--- src/rtl/smi_stream_mux.sv ---
// SMI stream mux: pulls words from NUM_CH RX FIFOs and shifts them out MSB-first, one byte per SMI read strobe.
// Optional macro SMI_MUX_TAG_EN prefixes each sample with a channel tag byte {1'b1, 4'b0000, ch[2:0]}.
module smi_stream_mux #(
  parameter int NUM_CH   = 2,
  parameter int SAMPLE_W = 32,
  parameter int CH_W     = 3
) (
  input  logic                       i_sys_clk,
  input  logic                       i_reset,
  input  logic                       i_mode,
  input  logic [CH_W-1:0]            i_ch_sel,
  input  logic [NUM_CH-1:0]          i_fifo_empty,
  input  logic [NUM_CH*SAMPLE_W-1:0] i_fifo_data,
  output logic [NUM_CH-1:0]          o_fifo_pull,
  input  logic                       i_smi_soe_se,
  output logic [7:0]                 o_smi_data,
  output logic                       o_data_valid,
  output logic [CH_W-1:0]            o_cur_ch,
  output logic [15:0]                o_underrun_cnt
);

  localparam int BYTES = SAMPLE_W / 8;
`ifdef SMI_MUX_TAG_EN
  localparam int NBYTES = BYTES + 1;
`else
  localparam int NBYTES = BYTES;
`endif
  localparam int TOT_W = NBYTES * 8;
  localparam logic [3:0] LAST_IDX = 4'(NBYTES - 1);

  typedef enum logic [1:0] {
    ST_IDLE  = 2'd0,
    ST_PULL  = 2'd1,
    ST_LOAD  = 2'd2,
    ST_SHIFT = 2'd3
  } state_t;

  state_t              state_q, state_d;
  logic                soe_meta_q, soe_meta_d;
  logic                soe_sync_q, soe_sync_d;
  logic                soe_prev_q, soe_prev_d;
  logic [CH_W-1:0]     rr_last_q, rr_last_d;
  logic [CH_W-1:0]     pend_ch_q, pend_ch_d;
  logic [CH_W-1:0]     cur_ch_q, cur_ch_d;
  logic [TOT_W-1:0]    shift_q, shift_d;
  logic [3:0]          byte_idx_q, byte_idx_d;
  logic [7:0]          smi_data_q, smi_data_d;
  logic                valid_q, valid_d;
  logic [NUM_CH-1:0]   pull_q, pull_d;
  logic [15:0]         underrun_cnt_q, underrun_cnt_d;

  logic                done_s;
  logic                hi_found_s, lo_found_s;
  logic [CH_W-1:0]     hi_ch_s, lo_ch_s, rr_ch_s, fix_ch_s, sel_ch_s;
  logic                sel_empty_s;
  logic [NUM_CH-1:0]   sel_onehot_s;
  logic [SAMPLE_W-1:0] load_word_s;
  logic [TOT_W-1:0]    load_full_s, shifted_s;

  assign done_s = soe_sync_q & ~soe_prev_q;

  // Channel selection: round-robin searches above the last served channel first, then wraps.
  always_comb begin
    hi_found_s   = 1'b0;
    lo_found_s   = 1'b0;
    hi_ch_s      = '0;
    lo_ch_s      = '0;
    sel_empty_s  = 1'b1;
    sel_onehot_s = '0;
    load_word_s  = '0;
    for (int k = 0; k < NUM_CH; k++) begin
      if (!hi_found_s && !i_fifo_empty[k] && (CH_W'(k) > rr_last_q)) begin
        hi_found_s = 1'b1;
        hi_ch_s    = CH_W'(k);
      end else if (!lo_found_s && !i_fifo_empty[k] && (CH_W'(k) <= rr_last_q)) begin
        lo_found_s = 1'b1;
        lo_ch_s    = CH_W'(k);
      end else begin
        lo_found_s = lo_found_s;
      end
    end
    rr_ch_s  = hi_found_s ? hi_ch_s : lo_ch_s;
    fix_ch_s = (int'(i_ch_sel) < NUM_CH) ? i_ch_sel : '0;
    sel_ch_s = i_mode ? rr_ch_s : fix_ch_s;
    for (int k = 0; k < NUM_CH; k++) begin
      if (sel_ch_s == CH_W'(k)) begin
        sel_empty_s     = i_fifo_empty[k];
        sel_onehot_s[k] = 1'b1;
      end else begin
        sel_onehot_s[k] = 1'b0;
      end
      if (pend_ch_q == CH_W'(k)) begin
        load_word_s = i_fifo_data[k*SAMPLE_W +: SAMPLE_W];
      end else begin
        load_word_s = load_word_s;
      end
    end
`ifdef SMI_MUX_TAG_EN
    load_full_s = {1'b1, 4'b0000, 3'(pend_ch_q), load_word_s};
`else
    load_full_s = load_word_s;
`endif
    shifted_s = shift_q << 4'd8;
  end

  // Next-state logic for the sequencer, synchroniser and underrun counter.
  always_comb begin
    state_d        = state_q;
    soe_meta_d     = i_smi_soe_se;
    soe_sync_d     = soe_meta_q;
    soe_prev_d     = soe_sync_q;
    rr_last_d      = rr_last_q;
    pend_ch_d      = pend_ch_q;
    cur_ch_d       = cur_ch_q;
    shift_d        = shift_q;
    byte_idx_d     = byte_idx_q;
    smi_data_d     = smi_data_q;
    valid_d        = valid_q;
    pull_d         = '0;
    underrun_cnt_d = underrun_cnt_q;

    if (done_s && (state_q != ST_SHIFT) && (underrun_cnt_q != 16'hFFFF)) begin
      underrun_cnt_d = underrun_cnt_q + 16'd1;
    end else begin
      underrun_cnt_d = underrun_cnt_q;
    end

    case (state_q)
      ST_IDLE: begin
        if (!sel_empty_s) begin
          pull_d    = sel_onehot_s;
          pend_ch_d = sel_ch_s;
          rr_last_d = sel_ch_s;
          state_d   = ST_PULL;
        end else begin
          state_d   = ST_IDLE;
        end
      end
      ST_PULL: begin
        state_d = ST_LOAD;
      end
      ST_LOAD: begin
        shift_d    = load_full_s;
        smi_data_d = load_full_s[TOT_W-1 -: 8];
        valid_d    = 1'b1;
        cur_ch_d   = pend_ch_q;
        byte_idx_d = 4'd0;
        state_d    = ST_SHIFT;
      end
      ST_SHIFT: begin
        if (done_s && (byte_idx_q == LAST_IDX)) begin
          valid_d    = 1'b0;
          smi_data_d = 8'h00;
          state_d    = ST_IDLE;
        end else if (done_s) begin
          shift_d    = shifted_s;
          smi_data_d = shifted_s[TOT_W-1 -: 8];
          byte_idx_d = byte_idx_q + 4'd1;
        end else begin
          state_d    = ST_SHIFT;
        end
      end
      default: begin
        valid_d    = 1'b0;
        smi_data_d = 8'h00;
        state_d    = ST_IDLE;
      end
    endcase
  end

  // State registers; reset points the round-robin pointer at the last channel so channel 0 is checked first.
  always_ff @(posedge i_sys_clk) begin
    if (i_reset) begin
      state_q        <= ST_IDLE;
      soe_meta_q     <= 1'b1;
      soe_sync_q     <= 1'b1;
      soe_prev_q     <= 1'b1;
      rr_last_q      <= CH_W'(NUM_CH - 1);
      pend_ch_q      <= '0;
      cur_ch_q       <= '0;
      shift_q        <= '0;
      byte_idx_q     <= 4'd0;
      smi_data_q     <= 8'h00;
      valid_q        <= 1'b0;
      pull_q         <= '0;
      underrun_cnt_q <= 16'd0;
    end else begin
      state_q        <= state_d;
      soe_meta_q     <= soe_meta_d;
      soe_sync_q     <= soe_sync_d;
      soe_prev_q     <= soe_prev_d;
      rr_last_q      <= rr_last_d;
      pend_ch_q      <= pend_ch_d;
      cur_ch_q       <= cur_ch_d;
      shift_q        <= shift_d;
      byte_idx_q     <= byte_idx_d;
      smi_data_q     <= smi_data_d;
      valid_q        <= valid_d;
      pull_q         <= pull_d;
      underrun_cnt_q <= underrun_cnt_d;
    end
  end

  assign o_fifo_pull    = pull_q;
  assign o_smi_data     = smi_data_q;
  assign o_data_valid   = valid_q;
  assign o_cur_ch       = cur_ch_q;
  assign o_underrun_cnt = underrun_cnt_q;

endmodule
--- config.mk ---
export PLATFORM = sky130hd
export DESIGN_NAME = smi_stream_mux
export DESIGN_NICKNAME = d
export VERILOG_FILES = /design/src/rtl/smi_stream_mux.sv
export SDC_FILE = /design/constraint.sdc
export NUM_CORES = 1
export LEC_CHECK = 0
export BUFFER_PORTS_ARGS = -buffer_cell sky130_fd_sc_hd__buf_2
export CAP_MARGIN = 20
export CORE_UTILIZATION = 55
export DETAILED_ROUTE_END_ITERATION = 6
export GPL_TIMING_DRIVEN = 0
export PLACE_DENSITY = 0.91
export SKIP_CTS_REPAIR_TIMING = 1
export SLEW_MARGIN = 10
export SYNTH_ARGS = -nofsm -noshare
export SYNTH_HDL_FRONTEND = slang
export SYNTH_SLANG_ARGS = --single-unit
--- constraint.sdc ---
create_clock -name i_sys_clk -period 2.7 [get_ports i_sys_clk]
set_clock_uncertainty 0.05 [all_clocks]
set_input_delay 0.54 -clock i_sys_clk [delete_from_list [all_inputs] [get_ports i_sys_clk]]
set_output_delay 0.54 -clock i_sys_clk [all_outputs]
set_load 0.01 [all_outputs]
==> results by group <==
Run status
  • Status: finished clean

Floorplan
  • Starting Density: between 50% and 60%
  • I/O pin cnt: 103
  • Die ar.: ~0.0063 mm²
  • Height of the die: between 70 and 80 µm
  • Die X-Extent: 79.6 µm
  • Rows: 27
  • Placeable Area: approximately 0.0056 mm²

STA
  • Worst hold slack: 0.339 ns
  • Unrepaired setup endpoints after global routing: no
  • Fin crit period: approximately 2.0 ns
  • Final setup TNS: 0 ns
  • Max Transition Viols Final: 0
  • Final Hold Fails: 0
  • Achievable frequency: 0.496 GHz
  • Setup violators final: 0
  • Worst slew margin: between 30% and 40%
  • PnR worst setup slack: ~0.7 ns
  • Final period utilization: approximately 75%
  • Slew @ Worst Pin: between 0.9 and 1 ns

Finish
  • Layout area overhead: 23.2%
  • Non-filler cells, final: approximately 560
  • Share of cells above drive strength 1: 35.0%
  • Most frequent cells in the layout: buf_2, dfxtp_1, nor2_1, nand2_1, a21oi_1
  • Filler cell count in the final layout: between 400 and 500
  • Nets: 560
  • Commonest non-fill, non-tap cell in the layout: buf_2
  • Number of diodes: 0

Critical path
  • CP required: 2.86 ns
  • Reg2Reg Depth: 7
  • Worst reg2reg path startpoint: byte_idx_q[0]
  • Max FO, Critical Path: 10
  • CP Class: reg -> reg
  • Worst setup endpoint: shift_q[14]
  • Nature of the critical path endpoint: flop
  • R2r setup slk: slightly below 0.7 ns
  • Critical Path AT: 2.17 ns
  • CP startpoint kind: flop
  • RR Endpoint: shift_q[14]
  • Worst Setup SP: byte_idx_q[0]

Global route
  • Tot GR Track Use: 28.4%
  • Global-route wire length before repair: ~14000 µm
  • GR Overflow Total: 0
  • Largest net degree at the start of global routing: 12
  • Initial antenna violation count: 0
  • Vias in the first global route: approximately 3200

Placement
  • Placer congestion estimate: about 0.9
  • Dpl hpwl: roughly 6400 µm
  • Port Buffers: around 100
  • Place WS: 0.706 ns
  • Placed Instances: 546

Detailed routing
  • Drt pass-1 iters: 5
  • Total number of vias: 3366
  • Post-DR vias/cell: about 6
  • Met3 wire length: about 560 µm
  • WL/cell: about 15 µm
  • DRT met1 WL: roughly 3600 µm
  • Final wirelength: approximately 8600 µm
  • Met2 wire length: ~4300 µm
  • Drt first-iter violations: 179
  • Final ANT Viol Nets: 0
  • Number of remaining DRC errors: 0
  • Uppermost layer routed: met4

Synth
  • Cell Area, Synth: 0.00331 mm²
  • Register area share after synthesis: 40.5%
  • Yosys reg bits: between 60 and 70
  • Syn nets: 447
  • Post-synth EDFFs: 0
  • Main synth FF type: dfxtp_1
  • Syn_area_per_cell: 8.90 µm²
  • Gate Count Post-Synth: ~370
  • Ys async rst share: 0%
  • Synth cell types: 55
  • Number of synthesis warnings: 0

Power and ir drop
  • Reg power frac: between 40% and 50%
  • Leakage power: 1.67 nW
  • Worst vdd ir: about 0.00037 V
  • Pwr/cell area: about 530 mW/mm²
  • Sw frac: between 20% and 30%
  • Clock share of power: between 30% and 40%
  • Psw: ~0.6 mW
  • Comb pwr share: around 17%
  • Internal power: ~1.6 mW

Run
  • Max Cap Viol: 0

Clock tree
  • H-Tree Level Count: 3
  • Clock-pin slew on the worst setup and hold paths: about 0.07 ns
  • CTS Buf Count: 9
  • Clk buf depth: 2
  • Clock Latency Late Sink: ~0.33 ns
  • Clk root buf: clkbuf_8
  • TritonCTS clock tree: yes
  • Clock sink total: 67

Hold path
  • HP Class: in -> reg
  • Worst hold path depth: 2
## state kept, by name, indices dropped and copies added, names as in the netlist
signal / cells
soe_prev_q: 1
o_smi_data: 8
shift_q: 24
pend_ch_q: 1
byte_idx_q: 4
o_data_valid: 1
soe_prev_d: 1
o_fifo_pull: 2
o_cur_ch: 3
rr_last_q: 3
soe_meta_q: 1
state_q: 2
o_underrun_cnt: 16
## power groups by stage
stage	logic [mW]	clock network [mW]	registers, mW
3_5_place_dp	0.356	0	1.10
4_1_cts	0.361	0.724	1.08
3_3_place_gp	0.346	0	1.10
2_1_floorplan	0.225	0	1.10
5_1_grt	0.400	0.765	1.09
6_report	0.363	0.722	1.08
## cells in the mapped netlist, drive strengths merged (2+ instances only)
library cell,n,share of area (%)
dfxtp,67,41
nor2,35,4.0
nand2,32,3.6
a21oi,31,4.8
mux2,29,9.9
nor3,22,3.3
a221oi,16,4.2
buf,13,2.0
clkbuf,11,1.2
o21ai,11,1.7
o31ai,11,2.5
or4,10,2.3
a22oi,8,1.8
nand3,8,1.4
inv,7,0.79
a31oi,5,1.4
and2,5,0.98
mux2i,5,1.5
nand4,5,1.6
nor4,4,1.4
or2,4,0.83
nor3b,3,0.68
ha,2,0.76
nand2b,2,0.38
nor2b,2,0.38
o2111ai,2,0.53
o21a,2,0.45
o41ai,2,0.53
or3,2,0.38
xor2,2,0.53
## worst max-delay path: stages, from the launching register on
cell,delay (ns)
dfxtp_1,0.38
ha_1,0.20
or3b_1,0.45
a31o_2,0.27
buf_2,0.16
buf_2,0.19
nor2_1,0.12
nor3_1,0.06
## cell families (layout without fill, tap and decap cells)
| group | count (synthesis) | in the layout | synth area share [%] |
|---|---|---|---|
| AO/OA/AOI/OAI | 96 | 96 | 20.0 |
| XOR/XNOR | 2 | 2 | 0.529 |
| adder cells (fa/ha/maj) | 2 | 2 | 0.756 |
| multiplexers | 34 | 34 | 11.4 |
| AND/OR/NAND/NOR | 140 | 140 | 22.7 |
| flip-flops | 67 | 67 | 40.5 |
| buffers and inverters | 31 | 148 | 4.08 |
## layer usage
metal | up-vias | GRT usage (%)
met3 | 23 | 6.06
met1 | 1569 | 32.7
li1 | 1616 | -
met5 | - | 0
met4 | 0 | 11.3
met2 | 158 | 50.6
## through the flow
stage	power [mW]	instance area [µm²]	utilization, %
2_1_floorplan	1.33	3310	-
3_3_place_gp	1.45	3910	69.3
3_5_place_dp	1.46	3910	69.3
4_1_cts	2.17	4080	72.3
5_1_grt	2.25	4080	72.3
6_report	2.17	4080	72.3
## how the worst min path moves through the flow
stage / from / endpoint / slack, ns
2_1_floorplan: soe_meta_q / soe_prev_d / 0.34
3_3_place_gp: soe_meta_q / soe_prev_d / 0.35
3_5_place_dp: soe_meta_q / soe_prev_d / 0.35
4_1_cts: i_smi_soe_se / soe_meta_q / 0.34
5_1_grt: i_smi_soe_se / soe_meta_q / 0.35
6_report: i_smi_soe_se / soe_meta_q / 0.34
## final cells by class
cell class / count / area [µm²] / share of cell area (%)
clock buffers: 10 / 138 / 3.38
repair buffers: 102 / 510 / 12.5
flip-flops and latches: 67 / 1340 / 32.9
clock inverters: 5 / 30.0 / 0.736
inverters: 7 / 26.3 / 0.644
plain buffers: 24 / 109 / 2.67
multi-input cells: 274 / 1830 / 45.0
well taps: 72 / 90.1 / 2.21
Power figures use the tool's default switching activity.
